==> src/rtl/hash_sched.sv <==
// -----------------------------------------------------------------------------
// hash_sched -- control scheduler for a trit-sampling SHA3-style sponge.
//
// Pulls 16-bit random words into the trit FIFO, packs WORDS_PER_PACK words
// into each 16-bit message shift, and absorbs the result one rate block at a
// time. After each absorb it sequences ROUNDS Keccak-f rounds. num_blk full
// blocks are followed by one short padded final block. done pulses once when
// the digest is valid.
//
// Ports:
//   clk          rising-edge clock
//   ovr_rst_n    asynchronous active-low reset
//   start        begin a hash (sampled in IDLE only)
//   num_blk[3:0] full rate blocks before the final block (latched on start)
//   abort        (HASH_SCHED_ABORT_EN only) return to IDLE from any state
//   bits_valid   random word available
//   bits_ready   controller accepts a word this cycle
//   fifo1_en     shift trit FIFO, one pulse per accepted word
//   p3_rst       clear trit-to-byte packers
//   fifo2_en     shift 16 packed bits into the message register
//   hash_init    clear sponge state
//   hash_absorb  XOR padded block into state
//   hash_round   perform one permutation round
//   rc_idx[4:0]  round-constant index (0 outside PERM)
//   hash_fin     final-block padding select
//   busy         not IDLE
//   done         one-cycle pulse, digest valid
//
// Optional feature macro: HASH_SCHED_ABORT_EN adds the abort input.
//
// Handshake: a word transfers on every cycle where bits_valid && bits_ready
// are both high; bits_ready is high only in FILL and does not depend on
// bits_valid. bits_valid while bits_ready is low is ignored.
// -----------------------------------------------------------------------------
module hash_sched #(
    parameter int WORDS_PER_PACK  = 5,
    parameter int PACKS_PER_BLOCK = 68,
    parameter int FINAL_PACKS     = 4,
    parameter int ROUNDS          = 24
) (
    input  logic       clk,
    input  logic       ovr_rst_n,
    input  logic       start,
    input  logic [3:0] num_blk,
`ifdef HASH_SCHED_ABORT_EN
    input  logic       abort,
`endif
    input  logic       bits_valid,
    output logic       bits_ready,
    output logic       fifo1_en,
    output logic       p3_rst,
    output logic       fifo2_en,
    output logic       hash_init,
    output logic       hash_absorb,
    output logic       hash_round,
    output logic [4:0] rc_idx,
    output logic       hash_fin,
    output logic       busy,
    output logic       done
);

    localparam int WC_W = $clog2(WORDS_PER_PACK + 1);
    localparam int PC_W = $clog2(PACKS_PER_BLOCK + 1);

    localparam logic [WC_W-1:0] WORD_LAST      = WC_W'(WORDS_PER_PACK - 1);
    localparam logic [PC_W-1:0] PACK_LAST_FULL = PC_W'(PACKS_PER_BLOCK - 1);
    localparam logic [PC_W-1:0] PACK_LAST_FIN  = PC_W'(FINAL_PACKS - 1);
    localparam logic [4:0]      RND_LAST       = 5'(ROUNDS - 1);

    typedef enum logic [2:0] {
        S_IDLE,
        S_INIT,
        S_FILL,
        S_PACK,
        S_ABSORB,
        S_PERM,
        S_DONE
    } state_t;

    state_t            state;
    state_t            state_nxt;
    logic [WC_W-1:0]   word_cnt;
    logic [PC_W-1:0]   pack_cnt;
    logic [3:0]        blk_cnt;
    logic [4:0]        rnd_cnt;
    logic              final_q;   // current block is the padded final block

    logic              abort_hit;
    logic              accept;
    logic              word_last;
    logic              pack_last;
    logic              rnd_last;

`ifdef HASH_SCHED_ABORT_EN
    assign abort_hit = abort && (state != S_IDLE);
`else
    assign abort_hit = 1'b0;
`endif

    assign accept    = (state == S_FILL) && bits_valid;
    assign word_last = (word_cnt == WORD_LAST);
    assign pack_last = (pack_cnt == (final_q ? PACK_LAST_FIN : PACK_LAST_FULL));
    assign rnd_last  = (rnd_cnt == RND_LAST);

    // Next state and Moore-style strobes.
    always_comb begin
        state_nxt   = state;
        bits_ready  = 1'b0;
        fifo1_en    = 1'b0;
        p3_rst      = 1'b0;
        fifo2_en    = 1'b0;
        hash_init   = 1'b0;
        hash_absorb = 1'b0;
        hash_round  = 1'b0;
        done        = 1'b0;

        case (state)
            S_IDLE: begin
                if (start) state_nxt = S_INIT;
            end
            S_INIT: begin
                hash_init = 1'b1;
                p3_rst    = 1'b1;
                state_nxt = S_FILL;
            end
            S_FILL: begin
                bits_ready = 1'b1;
                fifo1_en   = bits_valid;
                if (bits_valid && word_last) state_nxt = S_PACK;
            end
            S_PACK: begin
                fifo2_en  = 1'b1;
                p3_rst    = 1'b1;
                state_nxt = pack_last ? S_ABSORB : S_FILL;
            end
            S_ABSORB: begin
                hash_absorb = 1'b1;
                state_nxt   = S_PERM;
            end
            S_PERM: begin
                hash_round = 1'b1;
                if (rnd_last) state_nxt = final_q ? S_DONE : S_FILL;
            end
            S_DONE: begin
                done      = 1'b1;
                state_nxt = S_IDLE;
            end
            default: state_nxt = S_IDLE;
        endcase

        // Abort wins over everything: wipe the sponge/packers on the way out
        // and never let a done escape.
        if (abort_hit) begin
            state_nxt   = S_IDLE;
            bits_ready  = 1'b0;
            fifo1_en    = 1'b0;
            fifo2_en    = 1'b0;
            hash_absorb = 1'b0;
            hash_round  = 1'b0;
            done        = 1'b0;
            hash_init   = 1'b1;
            p3_rst      = 1'b1;
        end
    end

    assign busy     = (state != S_IDLE);
    assign hash_fin = final_q;
    assign rc_idx   = (state == S_PERM) ? rnd_cnt : 5'd0;

    always_ff @(posedge clk or negedge ovr_rst_n) begin
        if (!ovr_rst_n) begin
            state    <= S_IDLE;
            word_cnt <= '0;
            pack_cnt <= '0;
            blk_cnt  <= '0;
            rnd_cnt  <= '0;
            final_q  <= 1'b0;
        end else begin
            state <= state_nxt;
            if (abort_hit) begin
                word_cnt <= '0;
                pack_cnt <= '0;
                blk_cnt  <= '0;
                rnd_cnt  <= '0;
                final_q  <= 1'b0;
            end else begin
                case (state)
                    S_IDLE: begin
                        if (start) begin
                            blk_cnt  <= num_blk;
                            final_q  <= (num_blk == 4'd0);
                            word_cnt <= '0;
                            pack_cnt <= '0;
                            rnd_cnt  <= '0;
                        end
                    end
                    S_FILL: begin
                        // Stalled cycles leave word_cnt untouched.
                        if (accept) word_cnt <= word_last ? '0 : word_cnt + 1'b1;
                    end
                    S_PACK: begin
                        pack_cnt <= pack_last ? '0 : pack_cnt + 1'b1;
                    end
                    S_ABSORB: begin
                        pack_cnt <= '0;
                        rnd_cnt  <= '0;
                    end
                    S_PERM: begin
                        if (rnd_last) begin
                            rnd_cnt <= '0;
                            if (!final_q) begin
                                blk_cnt <= blk_cnt - 1'b1;
                                // Last full block just finished: next fill is the padded one.
                                final_q <= (blk_cnt == 4'd1);
                            end
                        end else begin
                            rnd_cnt <= rnd_cnt + 1'b1;
                        end
                    end
                    S_DONE: begin
                        final_q <= 1'b0;
                    end
                    default: ;
                endcase
            end
        end
    end

endmodule
==> config.mk <==
export PLATFORM = sky130hd
export DESIGN_NAME = hash_sched
export DESIGN_NICKNAME = d
export VERILOG_FILES = /design/src/rtl/hash_sched.sv
export SDC_FILE = /design/constraint.sdc
export NUM_CORES = 1
export LEC_CHECK = 0
export ABC_AREA = 1
export BUFFER_PORTS_ARGS = -buffer_cell sky130_fd_sc_hd__buf_2
export CORE_UTILIZATION = 56
export CTS_BUF_LIST = sky130_fd_sc_hd__clkbuf_2
export DETAILED_ROUTE_END_ITERATION = 10
export PLACE_DENSITY = 0.78
export SLEW_MARGIN = 0
export SYNTH_ARGS = -nofsm -noshare
export SYNTH_HDL_FRONTEND = slang
export SYNTH_SLANG_ARGS = --single-unit
==> constraint.sdc <==
create_clock -name clk -period 1.55 [get_ports clk]
set_input_delay 0.2325 -clock clk [delete_from_list [all_inputs] [get_ports clk]]
set_output_delay 0.2325 -clock clk [all_outputs]
set_load 0.02 [all_outputs]
==> flow_summary.yaml <==
placement:
  gp_congestion: 0.840
  dp.cells: 276
  place_area_um2: 1740
  port_buffers: 22
  hpwlAfterDp_um: 2360
status:
  status: "finished with violations"
  violations: "negative setup slack"
sta:
  hold_viol_final: 0
  fin_ws_ps: -101
  fin_worst_skew_ps: 1.95
  max_slew_margin_pct: 64.3
  setup_violations: 12
  slew_violations: 0
  clock.fmax_mhz: 606
  min_period_over_period_pct: 107
  worst_pin_slew_ps: 535
  finalCriticalPeriod_ps: 1650
  rsz0062_at_grt: "true"
worst_setup_path:
  max_stage_delay_ps: 450
  endpoint_kind: "primary output"
  cp_data_required_time_ps: 1320
  arrival_ps: 1420
  path_cells: "buf_4 > nor2_2 > nand2_2 > buf_6"
  critPathKind: "reg2out"
  setup.worst_path.start: "state[1]$_DFFE_PN0P_"
  cp_top_family: "flip-flops"
  rrSetupSlack_ps: 60
  worst_path_max_delay_cell: "dfrtp_1"
  start_kind: "register"
  crit_buf_inv: 2
  path_max_fanout: 6
  r2r-start: "state[2]$_DFFE_PN0P_"
yosys:
  ys_seq_area_share_pct: 36.5
  syn_area_per_cell_um2: 7.08
  yosysUniqueCellTypes: 24
  syn_nets: 237
  netlist_area_um2: 1580
  yosys_warnings: 0
  synth_top_flop_cell: "dfrtp_1"
  syn_inst: 223
  synth-seq-cells: 23
  async_flop_share_pct: 100
  synth_edf_count: 0
layout:
  fin_nets: 280
  utilization_pct: 76.9
  diodes: 0
  drive_above_1_share_pct: 30.2
  fin_area_um2: 1970
  syn2layout_area_growth_pct: 25.0
  stdcell_count: 295
global_route:
  overflow: 0
  grt_pass1_vias: 1251
  grt_max_degree: 24
  grt_pass1_wl_um: 5690
  grt_usage_pct: 27.2
  antenna_found_initial: 0
die:
  dieArea_um2: 3040
  rows: 18
  io_pins: 23
  die_w_um: 55.1
  die_y_um: 55.1
  coreArea_um2: 2570
  start_util_pct: 61.5
route:
  vias_per_cell: 5.20
  drc_errors: 0
  wire_per_inst_um: 13.0
  drtPass1Iterations: 4
  vias: 1535
  initialDrtViolationCount: 43
  wl_um: 3820
  ant_nets: 0
cts:
  cts_tree: "done"
  htree_levels: 1
  numCtsBuffers: 3
  clkLatencyLatePin_ps: 370
  clock-sinks: 23
  root_buffer: "clkbuf_2"
  cts.clk_slew.worst_paths_ps: 230
  cts_buffer_depth: 2
job:
  drv_cap: 0
pwr:
  p_per_area_nw_per_um2: 1460
  leakagePower_nw: 1.05
  peakVddDrop_v: 0.00132
  power_mw: 2.88
hold_path:
  holdCritPathClass: "in2reg"
  hold_start: "bits_valid"
[layer usage]
metal	part of all wire, %	up-vias	GRT usage [%]
met4	2.6	0	12.1
met3	4.9	11	4.92
met5	0	-	0
li1	-	782	-
met1	45	698	36.8
met2	47	44	42.0
[sequential cells by signal (all words and copies together), names as in the netlist]
signal    flops
rnd_cnt       5
state         3
pack_cnt      7
hash_fin      1
word_cnt      3
blk_cnt       4
[worst paths after layout]
check	end	cells after the start
min reg2reg	blk_cnt[1]$_DFFE_PN0P_	2
min	state[1]$_DFFE_PN0P_	4
min in group asynchronous	pack_cnt[4]$_DFFE_PN0P_	2
max in group asynchronous	state[2]$_DFFE_PN0P_	2
max reg2reg	blk_cnt[2]$_DFFE_PN0P_	9
max	busy	4
[area by class of cell]
cell class | count | area, um2
Multi-Input combinational cell | 168 | 920
Tap cell | 30 | 37.5
Sequential cell | 23 | 578
Fill cell | 189 | 593
Timing Repair Buffer | 40 | 299
Inverter | 30 | 120
Clock buffer | 4 | 20.0
[power by group]
| part | total, mW | internal [mW] | leakage (nW) | switching [mW] |
|---|---|---|---|---|
| registers | 0.889 | 0.741 | 0.304 | 0.149 |
| clock network | 0.273 | 0.0680 | 0.0166 | 0.205 |
| logic | 1.72 | 0.680 | 0.731 | 1.04 |
| total | 2.88 | 1.49 | 1.05 | 1.39 |
[what timing repair did]
| action | CTS | global route |
|---|---|---|
| buffers inserted | 11 | 3 |
| cloned | 0 | 0 |
| hold buffers | 1 | 0 |
| pin swaps | 4 | 1 |
| gates resized for setup | 22 | 15 |
| endpoints found under the hold margin | 23 | 0 |
| setup endpoints to repair | 14 | 19 |
[cell usage in the layout (no fill, tap or decap), types with 3 or more instances in the layout]
master,count
nand3_1,13
nor2_1,19
ha_1,6
buf_4,20
buf_2,12
o21ai_0,10
nand2_2,3
nand2_1,73
dfrtp_1,21
inv_1,22
buf_6,7
or2_2,3
o21ai_1,7
nor2_4,5
clkbuf_2,4
nand4_1,6
nand2_4,3
a21oi_1,3
inv_2,6
nor2_2,7
[stage by stage]
step	setup WS, ps	hold WS, ps	setup TNS [ps]
finish	-101	150	-578
global route	-149	136	-1520
CTS	-43.2	143	-284
detailed placement	120	240	0
global placement	154	240	0
floorplan	179	-63.1	0
[synth_stat cells, types with 2 or more instances]
master,count,area (um2)
nand2_2,2,12.5
nor2_1,26,97.6
nand2_1,74,278
ha_1,6,75.1
nor2_4,5,56.3
dfrtp_1,23,576
o21ai_0,11,55.1
inv_2,6,22.5
inv_1,24,90.1
nand3_1,15,75.1
or2_2,3,18.8
nand4_1,6,37.5
o21ai_1,6,30.0
xor2_1,2,17.5
nand2_4,3,33.8
a21oi_1,3,15.0
[worst reg2reg max path: stages (launching register included)]
cell and delay (ps):
dfrtp_2 490, buf_6 140, nand3_4 150, clkinv_4 80, buf_4 170, nand2_4 100
nand2_4 90, nor2_4 120, nand2_1 70, nand2_1 60
[kinds of logic (layout without fill, tap and decap cells)]
kind of cell | count (synthesis) | in the layout | synth area share [%]
buf+inv | 32 | 74 | 7.69
fa+ha+maj | 6 | 6 | 4.75
xor+xnor | 3 | 3 | 1.66
flops | 23 | 23 | 36.4
compound gates | 21 | 21 | 7.37
simple gates | 138 | 138 | 42.1
Power figures use the tool's default switching activity.
